File: src/rtl/progmem_pkg.sv
// Shared definitions for the two-master program-memory arbiter.
package progmem_pkg;

  typedef enum logic [1:0] {
    IDLE = 2'd0,
    OWN0 = 2'd1,
    OWN1 = 2'd2
  } pm_state_e;

  localparam int         PM_ADDR_W = 15;
  localparam int         PM_DATA_W = 32;
  localparam logic [1:0] RESP_OKAY = 2'b00;

endpackage

File: src/rtl/progmem_arbiter_rr_arb2.sv
// Two-way round-robin pick: on contention the master not granted last wins.
module rr_arb2 (
  input  logic [1:0] req,
  input  logic       last,
  output logic [1:0] gnt
);

  always_comb begin
    gnt = 2'b00;
    case (req)
      2'b01:   gnt = 2'b01;
      2'b10:   gnt = 2'b10;
      2'b11:   gnt = last ? 2'b01 : 2'b10;
      default: gnt = 2'b00;
    endcase
  end

endmodule

File: src/rtl/progmem_arbiter.sv
// Arbitrates two masters onto one program-memory slave, one single-word
// transfer per grant, with a forced idle cycle between transfers.
module progmem_arbiter
  import progmem_pkg::*;
#(
  parameter int ADDR_W = PM_ADDR_W
) (
  input  logic                 clk,
  input  logic                 rst_n,

  input  logic [ADDR_W-1:0]    m0_address,
  input  logic                 m0_read,
  input  logic                 m0_write,
  input  logic [3:0]           m0_byteenable,
  input  logic [PM_DATA_W-1:0] m0_writedata,
  output logic [PM_DATA_W-1:0] m0_readdata,
  output logic [1:0]           m0_response,
  output logic                 m0_waitrequest,

  input  logic [ADDR_W-1:0]    m1_address,
  input  logic                 m1_read,
  input  logic                 m1_write,
  input  logic [3:0]           m1_byteenable,
  input  logic [PM_DATA_W-1:0] m1_writedata,
  output logic [PM_DATA_W-1:0] m1_readdata,
  output logic [1:0]           m1_response,
  output logic                 m1_waitrequest,

  output logic [ADDR_W-1:0]    s_address,
  output logic                 s_read,
  output logic                 s_write,
  output logic [3:0]           s_byteenable,
  output logic [PM_DATA_W-1:0] s_writedata,
  input  logic [PM_DATA_W-1:0] s_readdata,
  input  logic [1:0]           s_response,
  input  logic                 s_waitrequest,

  output logic [1:0]           grant_o
);

  pm_state_e  state_q;
  logic       last_grant_q;
  logic       req0, req1;
  logic       own0, own1;
  logic       accept;
  logic [1:0] pick;

  assign req0 = m0_read | m0_write;
  assign req1 = m1_read | m1_write;

  // Ownership is masked while reset is asserted so the slave sees no command.
  assign own0 = rst_n & (state_q == OWN0);
  assign own1 = rst_n & (state_q == OWN1);

  rr_arb2 u_rr (
    .req  ({req1, req0}),
    .last (last_grant_q),
    .gnt  (pick)
  );

  always_comb begin
    s_address    = '0;
    s_read       = 1'b0;
    s_write      = 1'b0;
    s_byteenable = '0;
    s_writedata  = '0;
    if (own0) begin
      s_address    = m0_address;
      s_read       = m0_read;
      s_write      = m0_write;
      s_byteenable = m0_byteenable;
      s_writedata  = m0_writedata;
    end else if (own1) begin
      s_address    = m1_address;
      s_read       = m1_read;
      s_write      = m1_write;
      s_byteenable = m1_byteenable;
      s_writedata  = m1_writedata;
    end
  end

  assign accept = (s_read | s_write) & ~s_waitrequest;

  assign m0_waitrequest = req0 & (own0 ? s_waitrequest : 1'b1);
  assign m1_waitrequest = req1 & (own1 ? s_waitrequest : 1'b1);

  // Return data is broadcast; each master only samples in its own accept cycle.
  assign m0_readdata = s_readdata;
  assign m1_readdata = s_readdata;
  assign m0_response = s_response;
  assign m1_response = s_response;

  assign grant_o = {own1, own0};

  always_ff @(posedge clk) begin
    if (!rst_n) begin
      state_q      <= IDLE;
      last_grant_q <= 1'b1;
    end else begin
      case (state_q)
        IDLE: begin
          if (pick[0])      state_q <= OWN0;
          else if (pick[1]) state_q <= OWN1;
        end
        OWN0: begin
          if (accept) begin
            state_q      <= IDLE;
            last_grant_q <= 1'b0;
          end else if (!req0) begin
            state_q <= IDLE;
          end
        end
        OWN1: begin
          if (accept) begin
            state_q      <= IDLE;
            last_grant_q <= 1'b1;
          end else if (!req1) begin
            state_q <= IDLE;
          end
        end
        default: state_q <= IDLE;
      endcase
    end
  end

endmodule

File: config.mk
export PLATFORM = sky130hd
export DESIGN_NAME = progmem_arbiter
export DESIGN_NICKNAME = d
export VERILOG_FILES = /design/src/rtl/progmem_pkg.sv /design/src/rtl/progmem_arbiter_rr_arb2.sv /design/src/rtl/progmem_arbiter.sv
export SDC_FILE = /design/constraint.sdc
export NUM_CORES = 1
export LEC_CHECK = 0
export CELL_PAD_IN_SITES_DETAIL_PLACEMENT = 2
export CELL_PAD_IN_SITES_GLOBAL_PLACEMENT = 2
export CORE_MARGIN = 2
export CORE_UTILIZATION = 10
export DETAILED_ROUTE_END_ITERATION = 8
export PLACE_DENSITY = 0.95
export SETUP_SLACK_MARGIN = 0.3
export SLEW_MARGIN = 10
export SYNTH_ARGS = -nofsm -noshare
export SYNTH_HDL_FRONTEND = slang
export SYNTH_SLANG_ARGS = --single-unit
File: constraint.sdc
create_clock -name clk -period 4 [get_ports clk]
set_input_delay 0.6 -clock clk [delete_from_list [all_inputs] [get_ports clk]]
set_output_delay 0.6 -clock clk [all_outputs]
set_load 0.1 [all_outputs]
==> summary.md, run 1 <==
| Metric | Value |
|---|---|
| Fraction of registers with async set/reset | `0` |
| Worst EP required | `3.40 ns` |
| Final core occ | `0.200` |
| RSZ-0062 raised after global routing | `false` |
| Register Area | `60.1 µm²` |
| Die area | `14000 µm²` |
| Pwr Total | `0.000754 W` |
| Most numerous cell in the Yosys netlist | `buf_4` |
| Type of the worst min-delay path | `reg -> reg` |
| Status | `complete, no violations` |
| Crit Path Class | `in -> out` |
| Crit start category | `primary input` |
| Sink Count | `3` |
| Layout area overhead | `94.4%` |
| Boundary Pins | `268` |
| Hold slack | `0.551 ns` |
| Critical-path cell list | `clkdlybuf4s50_1 -> nand2_1 -> nor2_4 -> buf_12 -> a22o_1 -> buf_4` |
| CP Capture Type | `primary output` |
| Vias in the first global route | `1808` |
| Initial DRT Pass Iterations | `4` |
| VDD IR max | `0.137 mV` |
| Clock Latency Late Sink | `0.23 ns` |
| Post_cts resized | `0` |
| Fmax | `0.307 GHz` |
| #FFs+latches synth | `3` |
| Post-synth top flop | `dfxtp_1` |
| Effective utilization at floorplan | `0.103` |
| Die Y | `118 µm` |
| Multi-input logic area | `637 µm²` |
| Placed instance count | `423` |
| Clock Tree Buf Depth | `2` |
| Number of synthesis warnings | `0` |
| Avg Cell Area, Syn | `7.94 µm²` |
| Pin slew with the least headroom to its limit | `0.598 ns` |
| PortBufs | `165` |
| Post-CTS Hold Buffers | `0` |
| Fin nets | `399` |
| Vias | `1593` |
| Clock Skew | `0.0000659 ns` |
| Cts bufs inserted | `3` |
| Total wire length | `7220 µm` |
| CP max stage cell | `clkdlybuf4s50_1` |
| CTS tree | `built` |
| Post-CTS Setup Inserts | `0` |
| Max Cap Viol | `0` |
| Final Hold Vio Count | `0` |
| Non-filler cells, final | `428` |
| Post-synthesis sequential area ratio | `0.0458` |
| Tmin final | `3.26 ns` |
| Clock Tree Root | `clkbuf_16` |
| Setup TNS | `0 ns` |
| Num rows | `41` |
| Rel. slew slack | `0.600` |
| Largest net degree at the start of global routing | `33` |
| CP arrival | `2.66 ns` |
| Core area | `12700 µm²` |
| Filler instances | `1524` |
| Post-synth EDFFs | `0` |
| DRC viols | `0` |
| Most instantiated cells after synthesis | `buf_4, a22o_1, buf_6` |
| Top post-synthesis cells by area | `buf_4, a22o_1, buf_6` |
| WL/cell | `16.9 µm` |
| H-Tree Depth | `1` |
| Final Cycle Share | `0.815` |
| Final setup violation count | `0` |
| Post-synthesis cell type count | `25` |
| PwrDens | `296 nW/µm²` |
| Post-synthesis instance total | `165` |
| Gr ovfl total | `0` |
| Initial DRC count | `38` |
| Gpl congestion | `0.763` |
| Net Count, Synth | `308` |
| HPWL after DPL | `6130 µm` |
| Initial antenna violation count | `1` |
| Vias per cell | `3.72` |
| Die W | `118 µm` |
| CTS clk-pin slew, worst paths | `0.03 ns` |
| Max Slew Vio Count | `0` |
| Reg2reg setup slack | `2.70 ns` |
| Delay of the slowest critical-path stage | `0.62 ns` |
| Share of the synthesized area in the top cell type | `0.401` |
| Fraction of layout instances using a drive strength above 1 | `0.267` |
| Leading area contributor after synthesis | `buf_4` |
| ANT nets after route | `0` |
| Global Route Usage Sum | `0.0968` |
| Leak | `1.05 nW` |
| Crit Path Max Fanout | `32` |
| First-pass GRT wire length | `10800 µm` |
| Mapped Area | `1310 µm²` |
## power by group
| group | switching, W | internal, W | total [W] |
|---|---|---|---|
| Sequential | 0.00000455 | 0.0000331 | 0.0000377 |
| Clock | 0.0000308 | 0.000132 | 0.000163 |
| Combinational | 0.000370 | 0.000183 | 0.000554 |
## metrics by stage
step | area (µm²) | setup WS, ns
final | 2550 | 0.741
after floorplan | 1310 | 0.924
after detailed placement | 2460 | 0.746
after global placement | 2460 | 0.886
after CTS | 2540 | 0.736
after global routing | 2540 | 0.611
## cell usage in the layout (no fill, tap or decap)
cell type / instances
and2b_4: 1
and2b_2: 2
and3_1: 1
and2_2: 1
a31oi_1: 1
or2_2: 1
diode_2: 1
buf_12: 2
o22ai_1: 1
nor2_1: 2
or2_1: 1
a22o_1: 51
nor2b_1: 2
mux2i_1: 1
inv_1: 1
a21oi_1: 2
clkdlybuf4s50_1: 108
buf_4: 57
or4_1: 1
nor2_4: 1
dfxtp_1: 3
o21ai_1: 1
clkbuf_1: 1
clkbuf_16: 3
nor3b_1: 1
o21ai_0: 2
and3b_1: 1
nand2_1: 3
a22oi_1: 3
## critical path: cells and delay by family
family | cells | cell delay (ns)
buf+inv | 3 | 1.18
simple gates | 2 | 0.65
compound gates | 1 | 0.20
## flip-flops by register name, indices dropped and copies added (netlist names)
signal and cells:
state_q 2, last_grant_q 1
## metal layers
layer | global-route usage | share of wire | up-vias
li1 | - | - | 718
met1 | 0.105 | 0.38 | 734
met2 | 0.174 | 0.50 | 120
met3 | 0.0391 | 0.10 | 21
met4 | 0.0260 | 0.019 | 0
met5 | 0 | 0 | -
## layout make-up
| cell class | count | share of cell area |
|---|---|---|
| Multi-Input combinational cell | 80 | 0.250 |
| Antenna cell | 1 | 0.000983 |
| Tap cell | 172 | 0.0845 |
| Timing Repair Buffer | 167 | 0.608 |
| Clock buffer | 4 | 0.0310 |
| Inverter | 1 | 0.00147 |
| Sequential cell | 3 | 0.0236 |
## logic make-up after synthesis
group	count (synthesis)	share of synthesized area
buffers and inverters	82	0.475
AOI/OAI and AO/OA	61	0.387
and+or+nand+nor	18	0.0850
DFF	3	0.0458
muxes	1	0.00764
## path summary, 6_finish.rpt
path / startpoint / endpoint / cells after the start
worst max-delay path: rst_n / s_writedata[1] / 6
worst min-delay path: last_grant_q / last_grant_q / 2
worst max register to register: state_q[0] / state_q[1] / 4
worst min register to register: last_grant_q / last_grant_q / 2
No activity file was read; power rests on OpenSTA's default activity.
==> run 2: changes to the inputs <==
Clock period 4 ns to 2.9 ns, I/O delays scaled along.
==> run 2 against run 1 <==
Hold slack worse by 0.014 ns. Worst setup slack got worse by 0.29 ns. Die area stayed put. Sequential share of layout area down 0.51 points. Critical path type unchanged. Non-clock buffer count grew 2. Clock-buffer cell count stayed put. Register-to-register slack worse by 1.1 ns. Clock skew grew 0.0035 ns. Critical path depth is the same. Largest power group unchanged. Combinational power grew 66%.
==> summary.md, run 2 (synthesis results as in run 1) <==
| Metric | Value |
|---|---|
| Rel. slew slack | `0.799 (was 0.600)` |
| Worst r2r path cells | `4 (unchanged)` |
| CP max stage cell | `clkdlybuf4s50_1 (unchanged)` |
| Final core occ | `0.255 (was 0.200)` |
| Antenna Cells | `0 (was 1)` |
| Leading cell type in the layout, fill and taps excluded | `clkdlybuf4s50_1 (unchanged)` |
| Max Slew Vio Count | `0 (unchanged)` |
| Core area | `12700 µm² (unchanged)` |
| CP Buf/Inv Count | `3 (unchanged)` |
| Gr ovfl total | `0 (unchanged)` |
| Clock Skew | `0.00352 ns (was 0.0000659 ns)` |
| RSZ-0062 raised after global routing | `false (unchanged)` |
| Sink Count | `3 (unchanged)` |
| Vias in the first global route | `1933 (was 1808)` |
| Vias per cell | `3.76 (was 3.72)` |
| Initial DRT Pass Iterations | `2 (was 4)` |
| Initial antenna violation count | `0 (was 1)` |
| Sw Ratio | `0.489 (was 0.538)` |
| Worst EP required | `2.47 ns (was 3.40 ns)` |
| Capturing point of the worst reg2reg path | `state_q[1] (unchanged)` |
| Largest net degree at the start of global routing | `44 (was 33)` |
| H-Tree Depth | `1 (unchanged)` |
| Total wire length | `7580 µm (was 7220 µm)` |
| Pin slew with the least headroom to its limit | `0.301 ns (was 0.598 ns)` |
| Hold endpoint | `last_grant_q (unchanged)` |
| Reg2reg setup slack | `1.59 ns (was 2.70 ns)` |
| Fraction of layout instances using a drive strength above 1 | `0.280 (was 0.267)` |
| Initial DRC count | `18 (was 38)` |
| Global Route Usage Sum | `0.102 (was 0.0968)` |
| HPWL after DPL | `6760 µm (was 6130 µm)` |
| Combinational share of power | `0.769 (was 0.734)` |
| Final instance area | `3250 µm² (was 2550 µm²)` |
| Die Y | `118 µm (unchanged)` |
| First-pass GRT wire length | `11200 µm (was 10800 µm)` |
| Critical-path cell list | `clkdlybuf4s50_1 -> nand2_1 -> nor2_4 -> buf_12 -> a22o_1 -> buf_12 (was clkdlybuf4s50_1 -> nand2_1 -> nor2_4 -> buf_12 -> a22o_1 -> buf_4)` |
| Gpl congestion | `0.751 (was 0.763)` |
| Fin nets | `401 (was 399)` |
| Num rows | `41 (unchanged)` |
| Max Cap Viol | `0 (unchanged)` |
| Clock Tree Buf Depth | `2 (unchanged)` |
| Crit Path Max Fanout | `43 (was 32)` |
| Type of the worst min-delay path | `reg -> reg (unchanged)` |
| Final Hold Vio Count | `0 (unchanged)` |
| Die W | `118 µm (unchanged)` |
| Status | `complete, no violations (unchanged)` |
| CP arrival | `2.01 ns (was 2.66 ns)` |
| ANT nets after route | `0 (unchanged)` |
| DRC viols | `0 (unchanged)` |
| Most frequent cells in the layout | `clkdlybuf4s50_1, buf_12, a22o_1 (was clkdlybuf4s50_1, buf_4, a22o_1)` |
| CTS tree | `built (unchanged)` |
| Crit start category | `primary input (unchanged)` |
| WL/cell | `17.7 µm (was 16.9 µm)` |
| Clock Latency Late Sink | `0.23 ns (about the same)` |
| PortBufs | `165 (unchanged)` |
| Setup TNS | `0 ns (unchanged)` |
| Switching power | `0.000585 W (was 0.000406 W)` |
| Post-CTS Setup Inserts | `0 (unchanged)` |
| Reg-to-Reg Start | `state_q[0] (unchanged)` |
| Worst Hold Depth | `2 (unchanged)` |
| Effective utilization at floorplan | `0.103 (unchanged)` |
| Vias | `1611 (was 1593)` |
| CTS clk-pin slew, worst paths | `0.03 ns (about the same)` |
| Die area | `14000 µm² (unchanged)` |
| Leak | `1.22 nW (was 1.05 nW)` |
| PwrDens | `369 nW/µm² (was 296 nW/µm²)` |
| Min-delay src | `last_grant_q (unchanged)` |
| Filler instances | `1457 (was 1524)` |
| Top cell by count, worst path | `buf_12` |
| Boundary Pins | `268 (unchanged)` |
| Cts bufs inserted | `3 (unchanged)` |
| VDD IR max | `0.164 mV (was 0.137 mV)` |
| Clock power share | `0.187 (was 0.216)` |
| Top Registers | `state_q (2), last_grant_q (1) (unchanged)` |
| Crit Path Class | `in -> out (unchanged)` |
| Placed Instance Area | `3160 µm² (was 2460 µm²)` |
| Reg power frac | `0.044 (was 0.050)` |
| Most flop-heavy register | `state_q (unchanged)` |
| Final setup violation count | `0 (unchanged)` |
| Tmin final | `2.45 ns` |
| Delay of the slowest critical-path stage | `0.61 ns (was 0.62 ns)` |
| Clock Tree Root | `clkbuf_16 (unchanged)` |
| CP Capture Type | `primary output (unchanged)` |
| Max reg flops | `2 (unchanged)` |
| Crit-path leading delay family | `buffers and inverters (unchanged)` |
| Fmax | `0.409 GHz` |
| Critical path depth | `6 (unchanged)` |
| Int Pwr | `0.000611 W (was 0.000348 W)` |
| Layout area overhead | `148% (was 94.4%)` |
| Final Cycle Share | `0.843` |
-- run 2: layout make-up --
class,instances,area [µm²],share of cell area
clock buffers,4,78.8,0.0243
flip-flops and latches,3,60.1,0.0185
repair buffers,169,2240,0.691
inverters,1,3.75,0.00116
well taps,172,215,0.0663
multi-input cells,80,644,0.199
-- run 2: how the worst max path moves through the flow --
| stage | from | to |
|---|---|---|
| final | rst_n | s_byteenable[3] |
| after global routing | rst_n | s_byteenable[3] |
| after CTS | rst_n | s_byteenable[3] |
| after detailed placement | rst_n | s_byteenable[3] |
| after global placement | rst_n | s_byteenable[3] |
| after floorplan | state_q[1] | s_read |
-- run 2: timing repair --
item | 4_1_cts | 5_1_grt
gates resized for setup | 0 | 1
setup endpoints to repair | 0 | 4
hold buffers | 0 | 0
-- run 2: through the flow --
stage	hold WS (ns)	cells	setup WS [ns]	power [W]
2_1_floorplan	0.488	165	0.467	0.00100
3_3_place_gp	0.508	425	0.417	0.000966
3_5_place_dp	0.544	425	0.342	0.000981
4_1_cts	0.537	429	0.338	0.00121
5_1_grt	0.621	429	0.314	0.00123
6_report	0.537	429	0.455	0.00120
-- run 2: tightest hold or removal path, stage by stage (launching register included) --
cell and delay (ns):
dfxtp_1 0.32, a31oi_1 0.04, o21ai_0 0.13
-- run 2: power groups by stage --
stage / Sequential [W] / Combinational, W / Clock, W
floorplan: 0.0000498 / 0.000953 / 0
global placement: 0.0000516 / 0.000914 / 0
finish: 0.0000524 / 0.000920 / 0.000224
global route: 0.0000536 / 0.000948 / 0.000231
detailed placement: 0.0000530 / 0.000928 / 0
CTS: 0.0000525 / 0.000929 / 0.000227
-- run 2: metal layers --
metal  wire length (µm)  global-route usage  vias up
li1                   -                   -      720
met1               2480              0.0944      734
met2               4090               0.204      146
met3                925              0.0463       11
met4                 80              0.0201        0
met5                  0                   0        -
